$ cat src/rtl/mdio_master_pkg.sv
// mdio_master_pkg: shared frame constants and FSM encoding for the Clause 22 MDIO engine
package mdio_master_pkg;
  localparam logic [1:0] MDIO_ST = 2'b01;
  localparam logic [1:0] MDIO_OP_WR = 2'b01;
  localparam logic [1:0] MDIO_OP_RD = 2'b10;
  localparam logic [1:0] MDIO_TA_WR = 2'b10;
  localparam int ADDR_W = 5;
  localparam int DATA_W = 16;
  localparam int HDR_BITS = 14;
  localparam int CNT_W = 5;
  typedef enum logic [2:0] {IDLE, PRE, HDR, TA, DATA, DONE} state_t;
endpackage

$ cat src/rtl/mdio_master_if.sv
// mdio_master_if: command and response channels between the register front end and the MDIO engine
interface mdio_master_if;
  import mdio_master_pkg::*;
  logic cmd_valid, cmd_ready, cmd_write;
  logic [ADDR_W-1:0] cmd_phyad, cmd_regad;
  logic [DATA_W-1:0] cmd_wdata;
  logic rsp_valid, rsp_ready, rsp_err;
  logic [DATA_W-1:0] rsp_rdata;
  modport master(output cmd_valid, cmd_write, cmd_phyad, cmd_regad, cmd_wdata, rsp_ready,
                 input cmd_ready, rsp_valid, rsp_rdata, rsp_err);
  modport slave(input cmd_valid, cmd_write, cmd_phyad, cmd_regad, cmd_wdata, rsp_ready,
                output cmd_ready, rsp_valid, rsp_rdata, rsp_err);
endinterface

$ cat src/rtl/mdio_master_clkgen.sv
// mdio_master_clkgen: divides aclk into mdc, with one-cycle strobes preceding each mdc edge
module mdio_master_clkgen #(parameter int CLK_DIV = 2) (
  input  logic aclk,
  input  logic areset,
  input  logic en,
  output logic mdc,
  output logic fall_stb,
  output logic rise_stb
);
  localparam int CW = $clog2(2 * CLK_DIV);
  logic [CW-1:0] cnt;
  assign fall_stb = en && cnt == '0;
  assign rise_stb = en && cnt == CW'(CLK_DIV);
  always_ff @(posedge aclk or posedge areset)
    if (areset) begin
      cnt <= '0;
      mdc <= 1'b0;
    end else begin
      cnt <= (en && cnt != CW'(2 * CLK_DIV - 1)) ? cnt + 1'b1 : '0;
      mdc <= en && (rise_stb || (mdc && !fall_stb));
    end
endmodule

$ cat src/rtl/mdio_master.sv
// mdio_master: Clause 22 MDIO frame engine serialising one read/write command onto mdc/mdio
module mdio_master
  import mdio_master_pkg::*;
#(
  parameter int CLK_DIV = 2,
  parameter int PRE_LEN = 32
) (
  input  logic         aclk,
  input  logic         areset,
  mdio_master_if.slave bus,
  output logic         busy,
  output logic         mdc,
  output logic         mdio_o,
  output logic         mdio_oe,
  input  logic         mdio_i
);
  state_t state, state_n;
  logic [CNT_W-1:0] cnt, cnt_n;
  logic [DATA_W-1:0] sr, wd;
  logic rd, cur_ta2, cur_data, bit_n, oe_n, fall_stb, rise_stb, acc;
  mdio_master_clkgen #(.CLK_DIV(CLK_DIV)) u_clkgen (
    .aclk, .areset, .en(state != IDLE), .mdc, .fall_stb, .rise_stb
  );
  assign bus.cmd_ready = state == IDLE && !bus.rsp_valid;
  assign acc = bus.cmd_valid && bus.cmd_ready;
  assign busy = state != IDLE || bus.rsp_valid;
  // state/cnt name the bit that goes on the wire at the next mdc fall
  always_comb begin
    state_n = state;
    cnt_n = cnt;
    oe_n = 1'b0;
    bit_n = 1'b1;
    if (acc) begin
      state_n = PRE_LEN == 0 ? HDR : PRE;
      cnt_n = CNT_W'(PRE_LEN == 0 ? HDR_BITS - 1 : PRE_LEN - 1);
    end else if (fall_stb) begin
      cnt_n = cnt - 1'b1;
      oe_n = state != DONE && !(rd && (state == TA || state == DATA));
      bit_n = !oe_n || state == PRE || (state == DATA ? wd[DATA_W-1] : sr[DATA_W-1]);
      if (cnt == '0) begin
        state_n = state == PRE ? HDR : state == HDR ? TA : state == TA ? DATA : state == DATA ? DONE : IDLE;
        cnt_n = state == PRE ? CNT_W'(HDR_BITS - 1) : state == HDR ? CNT_W'(1) : state == TA ? CNT_W'(DATA_W - 1) : '0;
      end
    end
  end
  always_ff @(posedge aclk or posedge areset)
    if (areset) begin
      state <= IDLE;
      cnt <= '0;
      sr <= '0;
      wd <= '0;
      rd <= 1'b0;
      cur_ta2 <= 1'b0;
      cur_data <= 1'b0;
      mdio_o <= 1'b1;
      mdio_oe <= 1'b0;
      bus.rsp_valid <= 1'b0;
      bus.rsp_rdata <= '0;
      bus.rsp_err <= 1'b0;
    end else begin
      state <= state_n;
      cnt <= cnt_n;
      if (acc) begin
        sr <= {MDIO_ST, bus.cmd_write ? MDIO_OP_WR : MDIO_OP_RD, bus.cmd_phyad, bus.cmd_regad, MDIO_TA_WR};
        wd <= bus.cmd_wdata;
        rd <= !bus.cmd_write;
        bus.rsp_rdata <= '0;
        bus.rsp_err <= 1'b0;
      end
      if (fall_stb) begin
        mdio_o <= bit_n;
        mdio_oe <= oe_n;
        cur_ta2 <= state == TA && cnt == '0;
        cur_data <= state == DATA;
        if (state == HDR || state == TA) sr <= sr << 1;
        if (state == DATA) wd <= wd << 1;
      end
      if (rise_stb && rd && cur_ta2) bus.rsp_err <= mdio_i;
      if (rise_stb && rd && cur_data) bus.rsp_rdata <= {bus.rsp_rdata[DATA_W-2:0], mdio_i};
      if (fall_stb && state == DONE) bus.rsp_valid <= 1'b1;
      else if (bus.rsp_ready) bus.rsp_valid <= 1'b0;
    end
endmodule
$ cat src/flat_wrapper.sv
// flat-port wrapper written by rule: the top's interface ports become plain ports
module mdio_master_flat import mdio_master_pkg::*;
#(
  parameter int CLK_DIV = 2,
  parameter int PRE_LEN = 32
)
  (aclk, areset, busy, mdc, mdio_o, mdio_oe, mdio_i, bus_cmd_valid, bus_cmd_write, bus_cmd_phyad, bus_cmd_regad, bus_cmd_wdata, bus_rsp_ready, bus_cmd_ready, bus_rsp_valid, bus_rsp_rdata, bus_rsp_err);
  mdio_master_if bus_i ();
  input  logic aclk;
  input  logic areset;
  output logic busy;
  output logic mdc;
  output logic mdio_o;
  output logic mdio_oe;
  input  logic mdio_i;
  input wire logic [$bits(bus_i.cmd_valid)-1:0] bus_cmd_valid;
  input wire logic [$bits(bus_i.cmd_write)-1:0] bus_cmd_write;
  input wire logic [$bits(bus_i.cmd_phyad)-1:0] bus_cmd_phyad;
  input wire logic [$bits(bus_i.cmd_regad)-1:0] bus_cmd_regad;
  input wire logic [$bits(bus_i.cmd_wdata)-1:0] bus_cmd_wdata;
  input wire logic [$bits(bus_i.rsp_ready)-1:0] bus_rsp_ready;
  output wire logic [$bits(bus_i.cmd_ready)-1:0] bus_cmd_ready;
  output wire logic [$bits(bus_i.rsp_valid)-1:0] bus_rsp_valid;
  output wire logic [$bits(bus_i.rsp_rdata)-1:0] bus_rsp_rdata;
  output wire logic [$bits(bus_i.rsp_err)-1:0] bus_rsp_err;
  assign bus_i.cmd_valid = bus_cmd_valid;
  assign bus_i.cmd_write = bus_cmd_write;
  assign bus_i.cmd_phyad = bus_cmd_phyad;
  assign bus_i.cmd_regad = bus_cmd_regad;
  assign bus_i.cmd_wdata = bus_cmd_wdata;
  assign bus_i.rsp_ready = bus_rsp_ready;
  assign bus_cmd_ready = bus_i.cmd_ready;
  assign bus_rsp_valid = bus_i.rsp_valid;
  assign bus_rsp_rdata = bus_i.rsp_rdata;
  assign bus_rsp_err = bus_i.rsp_err;
  mdio_master #(.CLK_DIV(CLK_DIV), .PRE_LEN(PRE_LEN)) u_core (.aclk(aclk), .areset(areset), .bus(bus_i), .busy(busy), .mdc(mdc), .mdio_o(mdio_o), .mdio_oe(mdio_oe), .mdio_i(mdio_i));
endmodule
$ cat config.mk
export PLATFORM = sky130hd
export DESIGN_NAME = mdio_master_flat
export DESIGN_NICKNAME = d
export VERILOG_FILES = /design/src/rtl/mdio_master_pkg.sv /design/src/rtl/mdio_master_if.sv /design/src/rtl/mdio_master_clkgen.sv /design/src/rtl/mdio_master.sv /design/src/flat_wrapper.sv
export SDC_FILE = /design/constraint.sdc
export NUM_CORES = 1
export LEC_CHECK = 0
export CAP_MARGIN = 20
export CORE_MARGIN = 5
export CORE_UTILIZATION = 52
export DETAILED_ROUTE_END_ITERATION = 12
export GPL_ROUTABILITY_DRIVEN = 0
export PLACE_DENSITY = 0.8
export SYNTH_ARGS = -nofsm -noshare
export SYNTH_HDL_FRONTEND = slang
export SYNTH_SLANG_ARGS = --single-unit
$ cat constraint.sdc
create_clock -name aclk -period 2.95 [get_ports aclk]
set_input_delay 0.59 -clock aclk [delete_from_list [all_inputs] [get_ports aclk]]
set_output_delay 0.59 -clock aclk [all_outputs]
set_load 0.01 [all_outputs]
### Word-level counts from Yosys, hierarchy flattened

Cells that the tools add are included.

* bits in registers: 66
* input bits: 32
* output and inout port bits: 23
* logic and storage cells: 89

* add/sub/neg operators: 2
* eq/ne operators: 8
* mux-type cells: 30
* reductions and logical operators: 35

Operator list (number)
* $mux 16: 8
* $mux 5: 5
* $mux 3: 7
* $logic_and 1x1->1: 14
* $reduce_bool 2->1: 5
* $mux 1: 7
* $eq 3x2->1 const B: 2
* $eq 3x3->1 const B: 2
* $logic_or 1x1->1: 6
* $logic_not 1->1: 5
* $logic_not 5->1: 1
* $sub 5x1->5 const B: 1
* $mux 2: 2
* $mux 4: 1
* $eq 3x1->1 const B: 1
* $logic_not 3->1: 1
* $ne 3x3->1 const B: 1
* $reduce_bool 3->1: 1
* $add 2x1->2 const B: 1
* $eq 2x2->1 const B: 1
* $logic_not 2->1: 1
* $ne 2x2->1 const B: 1
* $reduce_and 2->1: 1

### Longest topological paths before layout

Gate-level depths: netlist of the first run.

* depth after elaboration: 9
* gate-level depth with buffers: 8
* depth with buffers taken out: 6

### By module

Synthesis of the first run repeated with hierarchy kept, for this count alone.

* cell total of the unflattened synthesis: 323
* area total of the unflattened synthesis: 3036.7 µm²

Modules (own cells, without submodules)
* mdio_master: times used 1, cells each 308, area an instance 2865.2 µm², sequential area each 1577.8 µm²
* mdio_master_clkgen: times used 1, cells each 15, area an instance 171.4 µm², sequential area each 75.1 µm²

### Worst setup path before layout of the first run

No wires, ideal clock.

* path type: register to register
* start: reg u_core.cnt[0]
* end: reg u_core.cnt[1]
* setup time: 0.082 ns
* arrival: 1.511 ns
* data required time: 2.868 ns
* setup slack: 1.357 ns
* stages on the path, launching flop included: 7
* path buffers: 0
* period minus slack after synthesis: 1.593 ns
* path through: dfrtp_1 -> inv_1 -> ha_1 -> nor4b_2 -> and3b_1 -> a211oi_1 -> a31oi_1

* longest elaborated chain between the ends: 4
* elaborated cells between the ends (all ways): 5
* classes of those cells: add/sub (1); mux (3); reduce/logical (1)

RTL lines
* start: declaration: line mdio_master.sv:18 `logic [CNT_W-1:0] cnt, cnt_n;`
* start signal: assignment: line mdio_master.sv:62 `cnt <= cnt_n;`
* $sub 5x1->5 / $logic_not 5->1 (equally long branches): line mdio_master.sv:37, mdio_master.sv:40
* $mux 5 (*): line mdio_master.sv:40 `if (cnt == '0) begin`
* $mux 5 (*): line mdio_master.sv:36 `end else if (fall_stb) begin`
* $mux 5 (*): line mdio_master.sv:33 `if (acc) begin`

Mark *: on every way between the ends. The rest lies on a longest branch, timed or not. The select of a mux whose other input is x is not followed.
A chain may end at the register's enable or synchronous reset.

### Final worst setup path of the first run

* start: reg u_core.state[1]
* end: out bus_cmd_ready

* longest elaborated chain between the ends: 2

RTL lines
* start: declaration: line mdio_master.sv:17 `state_t state, state_n;`
* start signal: assignment: line mdio_master.sv:61 `state <= state_n;`
* $logic_not 3->1: line mdio_master.sv:24 `assign bus.cmd_ready = state == IDLE && !bus.rsp_valid;`
* $logic_and 1x1->1: line mdio_master.sv:24
* end: declaration: line flat_wrapper.sv:22 `output wire logic [$bits(bus_i.cmd_ready)-1:0] bus_cmd_ready;`

Every way passes these cells.

==> results of run 1 <==
-- stage by stage --
stage	util	std cells	setup slack (ns)	cell area [sq um]
after floorplan	-	273	0.7068	2940
after global placement	0.6424	387	0.7181	3537
after detailed placement	0.6424	387	0.6888	3537
after CTS	0.6860	403	0.3058	3777
after global routing	0.6860	403	0.1960	3777
final	0.6860	403	0.3537	3777
-- cells in the mapped netlist (3+ instances only) --
library cell,n
a21oi_1,10
a221o_1,15
a22o_1,17
and3_1,3
buf_2,11
buf_4,4
clkbuf_1,4
dfrtp_1,65
ha_1,4
inv_1,9
nand2_1,38
nand2b_1,4
nand3_1,25
nor2_1,9
nor3b_1,16
o21ai_0,6
-- layout make-up --
type | count | area, sq um | share of cell area
flip-flops and latches | 66 | 1653 | 0.4376
multi-input cells | 179 | 1155 | 0.3057
repair buffers | 61 | 605.6 | 0.1603
clock buffers | 9 | 123.9 | 0.03279
clock inverters | 7 | 116.4 | 0.03081
well taps | 72 | 90.09 | 0.02385
inverters | 9 | 33.78 | 0.008943
-- cell usage in the layout, fill, tap and decap left out, types with 2 or more instances in the layout --
| cell type | Yosys | routed |
|---|---|---|
| ha_1 | 4 | 4 |
| and3_1 | 3 | 2 |
| o22a_1 | 2 | 2 |
| nand3b_1 | 2 | 2 |
| nand2_1 | 38 | 38 |
| a21o_1 | 2 | 2 |
| clkinv_2 | 0 | 2 |
| or3_1 | 2 | 2 |
| nor3_1 | 2 | 2 |
| a221o_1 | 15 | 15 |
| nor2_1 | 9 | 9 |
| o21ai_0 | 6 | 6 |
| nand3_1 | 25 | 25 |
| nand2b_1 | 4 | 4 |
| o22ai_1 | 2 | 2 |
| inv_1 | 9 | 8 |
| bufinv_16 | 0 | 3 |
| dfrtp_1 | 65 | 65 |
| clkdlybuf4s50_1 | 0 | 54 |
| clkbuf_8 | 0 | 9 |
| a21oi_1 | 10 | 10 |
| a22o_1 | 17 | 17 |
| a31oi_1 | 2 | 2 |
| nor3b_1 | 16 | 16 |
| buf_4 | 4 | 6 |
-- path summary, 6_finish.rpt --
check                           slack [ns]  cells after the start                       to
worst max-delay path                  0.35                      4            bus_cmd_ready
worst min-delay path                  0.48                      1   u_core.u_clkgen.cnt[0]
worst max register to register        0.75                      5             u_core.sr[1]
worst min register to register        0.48                      1   u_core.u_clkgen.cnt[0]
max in group asynchronous             1.70                      3            u_core.mdio_o
min in group asynchronous             0.63                      2  u_core.bus.rsp_rdata[1]
-- state kept, by name, summed over array words and instances (netlist names) --
signal                cells
u_core.bus.rsp_rdata     16
u_core.sr                16
u_core.wd                16
u_core.cnt                5
u_core.state              3
u_core.u_clkgen.cnt       2
u_core.bus.rsp_err        1
u_core.bus.rsp_valid      1
u_core.cur_data           1
u_core.cur_ta2            1
u_core.mdio_o             1
u_core.mdio_oe            1
u_core.rd                 1
u_core.u_clkgen.mdc       1
-- where the power goes --
group / internal [mW] / switching [mW]
sequential: 1.16 / 0.170
clock: 0.561 / 0.355
combinational: 0.374 / 0.319
-- kinds of logic after synthesis --
logic type	after synthesis	synth area share
flip-flops	66	0.5621
buffers and inverters	28	0.04553
AND/OR/NAND/NOR	110	0.2013
AO/OA/AOI/OAI	64	0.1711
XOR/XNOR	1	0.002979
adder cells (fa/ha/maj)	4	0.01702
-- critical path: cells and delay by family, from the launching register on --
family,cells,cell delay [ns]
buffers and inverters,2,0.60
DFF,1,0.55
and+or+nand+nor,2,0.51
-- per-layer routing --
layer / GRT usage / vias to the layer above / part of all wire
li1: - / 1093 / -
met1: 0.2653 / 1139 / 0.47
met2: 0.2761 / 52 / 0.46
met3: 0.04175 / 12 / 0.055
met4: 0.1007 / 0 / 0.016
met5: 0 / - / 0
==> impl_metrics.json, run 1 <==
{
  "status": "finished, final reports clean",
  "drc_errors": 0,
  "drt_wl_total_um": 6214,
  "setup-violations-final": 0,
  "worstSetupPathType": "register to output port",
  "htreeDepth": 3,
  "crit_path_max_fanout": 13,
  "synth_nets": 309,
  "synth_cell_types": 42,
  "viasPerCell": 5.697,
  "rsz0062_at_grt": "false",
  "synth_seq_area_share": 0.5621,
  "min_from": "u_core.u_clkgen.cnt[0]",
  "syn_to_final_growth_pct": 28.47,
  "drt_iter0_drc": 97,
  "antenna_cells": 0,
  "syn-instance-count": 273,
  "clk_latency_ns": 0.35,
  "firstDrtPassIters": 4,
  "grt_pass1_vias": 2357,
  "ant_nets": 0,
  "tightestPinTransition_ns": 0.6883,
  "hold_viol_final": 0,
  "worstPathArrival_ns": 2.01,
  "max_stage_delay_ns": 0.55,
  "hp-class": "register to register",
  "path_cells": "nor3_4 -> nand2_1 -> inv_1 -> clkdlybuf4s50_1",
  "finClkSkew_ns": 0.005491,
  "vias": 2296,
  "min_period_ns": 2.596,
  "drv_cap": 0,
  "synth_top_area_cell": "dfrtp_1",
  "drive_gt1_frac": 0.09668,
  "pin_count": 55,
  "setup-tns-final_ns": 0,
  "hold_buffers": 0,
  "track_usage": 0.1899,
  "antenna_found_initial": 0,
  "synth.area.top_cells": "dfrtp_1, a221o_1, a22o_1",
  "synth_area_sq_um": 2940,
  "yosysWarningCount": 0,
  "initial_core_util": 0.5340,
  "port_buffers": 54,
  "cts_resized": 0,
  "clkSlewWorstSetupHoldPaths_ns": 0.07,
  "critical_path.startpoint_type": "register",
  "timing.rr.start": "u_core.state[1]",
  "overflow": 0,
  "grt_start_max_net_pins": 38,
  "cts.sinks": 66,
  "leakage_nw": 1.686,
  "synth-edff-count": 0,
  "cts_buffers": 9,
  "total_power_mw": 2.934,
  "nets": 362,
  "clockBufferDepth": 2,
  "endpoint_kind": "output port",
  "startpoint": "u_core.state[1]",
  "synth_top_area_share": 0.5532,
  "cts-root-buf": "clkbuf_8",
  "hpwl_um": 4198,
  "syn_avg_cell_area_sq_um": 10.77,
  "num-fill-cells": 443,
  "slew_viol_final": 0,
  "postCtsSetupRepairBufs": 0,
  "ir_worst_vdd_mv": 0.3775,
  "crit_required_ns": 2.36,
  "cpMaxStageDelayCell": "dfrtp_1",
  "fp.dieW_um": 85.20,
  "row_count": 27,
  "synth-seq-cells": 66,
  "max_freq_mhz": 385.2,
  "grt_pass1_wl_um": 10990,
  "finalCritPeriodShare": 0.8801,
  "die_area_sq_um": 7258,
  "die_height_um": 85.20,
  "synthArstFlopShare": 1.000,
  "max_slew_margin": 0.5411,
  "power_density_nw_per_um2": 776.6,
  "ys.flop_type": "dfrtp_1",
  "post_drt_wl_per_cell_um": 15.42,
  "fin_hold_ws_ns": 0.4777,
  "cts_tree": "built",
  "coreArea_sq_um": 5507
}
No activity file was read; power rests on OpenSTA's default activity.
==> inputs of run 2 (changes only) <==
==> constraint.sdc (replaced) <==
create_clock -name aclk -period 2.95 [get_ports aclk]
set_input_delay 0.4425 -clock aclk [delete_from_list [all_inputs] [get_ports aclk]]
set_output_delay 0.4425 -clock aclk [all_outputs]
set_load 0.01 [all_outputs]
==> run 2 against run 1 <==
Core utilization decreased by 0.80 points. First-iteration DRC count is 54% higher. Power decreased by 5.2%. Global-route usage is 0.57 points lower. Design area decreased by 1.2%. Cell count is 0.25% lower. Critical path type unchanged. Highest routed layer unchanged.
==> impl_metrics.json, run 2 (synthesis results as in run 1) <==
{
  "grt_pass1_wl_um": 10620,
  "drt_iter0_drc": 149,
  "crit_required_ns": 2.51,
  "grt_start_max_net_pins": 38,
  "max_freq_mhz": 418.0,
  "postCtsSetupRepairBufs": 0,
  "placed_cells": 386,
  "hp-class": "register to register",
  "final_cells": 402,
  "viasPerCell": 5.734,
  "syn_to_final_growth_pct": 26.98,
  "post_drt_wl_per_cell_um": 15.89,
  "clkSlewWorstSetupHoldPaths_ns": 0.07,
  "track_usage": 0.1842,
  "tightestPinTransition_ns": 0.6652,
  "htreeDepth": 3,
  "final_cell_mix": "dfrtp_1, clkdlybuf4s50_1, nand2_1, nand3_1, a22o_1",
  "clockBufferDepth": 2,
  "max_slew_margin": 0.5565,
  "initial_core_util": 0.5340,
  "setup-tns-final_ns": 0,
  "endpoint_kind": "output port",
  "cts_buffers": 9,
  "slew_viol_final": 0,
  "pin_count": 55,
  "cts_tree": "built",
  "hold_viol_final": 0,
  "min_period_ns": 2.393,
  "port_buffers": 54,
  "die_area_sq_um": 7258,
  "antenna_cells": 0,
  "drv_cap": 0,
  "status": "finished, final reports clean",
  "nets": 361,
  "worstPathArrival_ns": 1.95,
  "finClkSkew_ns": 0.009671,
  "firstDrtPassIters": 4,
  "top_regs": "u_core.bus.rsp_rdata (16), u_core.sr (16), u_core.wd (16)",
  "hpwl_um": 4292,
  "power_density_nw_per_um2": 745.2,
  "total_power_mw": 2.782,
  "drc_errors": 0,
  "critical_path.startpoint_type": "register",
  "drive_gt1_frac": 0.09394,
  "cts_resized": 0,
  "setup-violations-final": 0,
  "row_count": 27,
  "worstSetupPathType": "register to output port",
  "grt_pass1_vias": 2177,
  "rsz0062_at_grt": "false",
  "ir_worst_vdd_mv": 0.3810,
  "hold_buffers": 0,
  "finalCritPeriodShare": 0.8110,
  "crit_path_max_fanout": 13,
  "fp.dieW_um": 85.20,
  "coreArea_sq_um": 5507,
  "drt_wl_total_um": 6389,
  "vias": 2305,
  "antenna_found_initial": 0,
  "ant_nets": 0,
  "cts-root-buf": "clkbuf_8",
  "cts.sinks": 66,
  "final_common_cell": "dfrtp_1",
  "overflow": 0,
  "die_height_um": 85.20,
  "clk_latency_ns": 0.34,
  "leakage_nw": 1.666
}
[run 2: cell count changes in the layout (fill, tap and decap cells not counted), sizes merged]
cell	delta
bufinv	-2
clkinv	+1
inv	-1
clkbuf	+2
buf	-1
[run 2: layer usage]
| layer | GRT usage | vias to the layer above | routed length [um] |
|---|---|---|---|
| li1 | - | 1094 | - |
| met1 | 0.2445 | 1156 | 2769 |
| met2 | 0.2846 | 51 | 3227 |
| met3 | 0.06408 | 4 | 344 |
| met4 | 0.05755 | 0 | 48 |
| met5 | 0 | - | 0 |
[run 2: worst max-delay path, stage by stage (launching register included)]
cell	delay, ns
dfrtp_1	0.54
nor3_4	0.37
nand2_1	0.12
inv_1	0.07
clkdlybuf4s50_1	0.53
[run 2: per-stage QoR]
stage / area (sq um) / util / hold WS (ns) / worst slack [ns]
2_1_floorplan: 2940 / - / 0.4300 / 0.8543
3_3_place_gp: 3530 / 0.6410 / 0.4445 / 0.8299
3_5_place_dp: 3530 / 0.6410 / 0.4507 / 0.7875
4_1_cts: 3734 / 0.6780 / 0.4736 / 0.5395
5_1_grt: 3734 / 0.6780 / 0.4820 / 0.4695
6_report: 3734 / 0.6780 / 0.4716 / 0.5574
[run 2: path summary, 6_finish.rpt]
kind	from	to	slack [ns]	depth (start not counted)
max in group asynchronous	areset	u_core.mdio_o	1.75	3
max	u_core.state[1]	bus_cmd_ready	0.56	4
min reg2reg	u_core.u_clkgen.cnt[0]	u_core.u_clkgen.cnt[0]	0.47	1
min	u_core.u_clkgen.cnt[0]	u_core.u_clkgen.cnt[0]	0.47	1
max reg2reg	u_core.state[1]	u_core.sr[1]	0.79	5
min in group asynchronous	areset	u_core.bus.rsp_rdata[2]	0.51	2
[run 2: cell type report]
type	count	area [sq um]
well taps	72	90.09
multi-input cells	179	1155
repair buffers	60	598.1
flip-flops and latches	66	1653
clock buffers	11	151.4
clock inverters	5	52.55
inverters	9	33.78
fillers	421	1773
[run 2: where the power goes]
group | total (mW) | internal (mW) | leakage [nW] | switching [mW]
sequential | 1.33 | 1.16 | 0.829 | 0.172
clock | 0.762 | 0.432 | 0.105 | 0.331
combinational | 0.692 | 0.373 | 0.733 | 0.319
total | 2.78 | 1.96 | 1.67 | 0.821
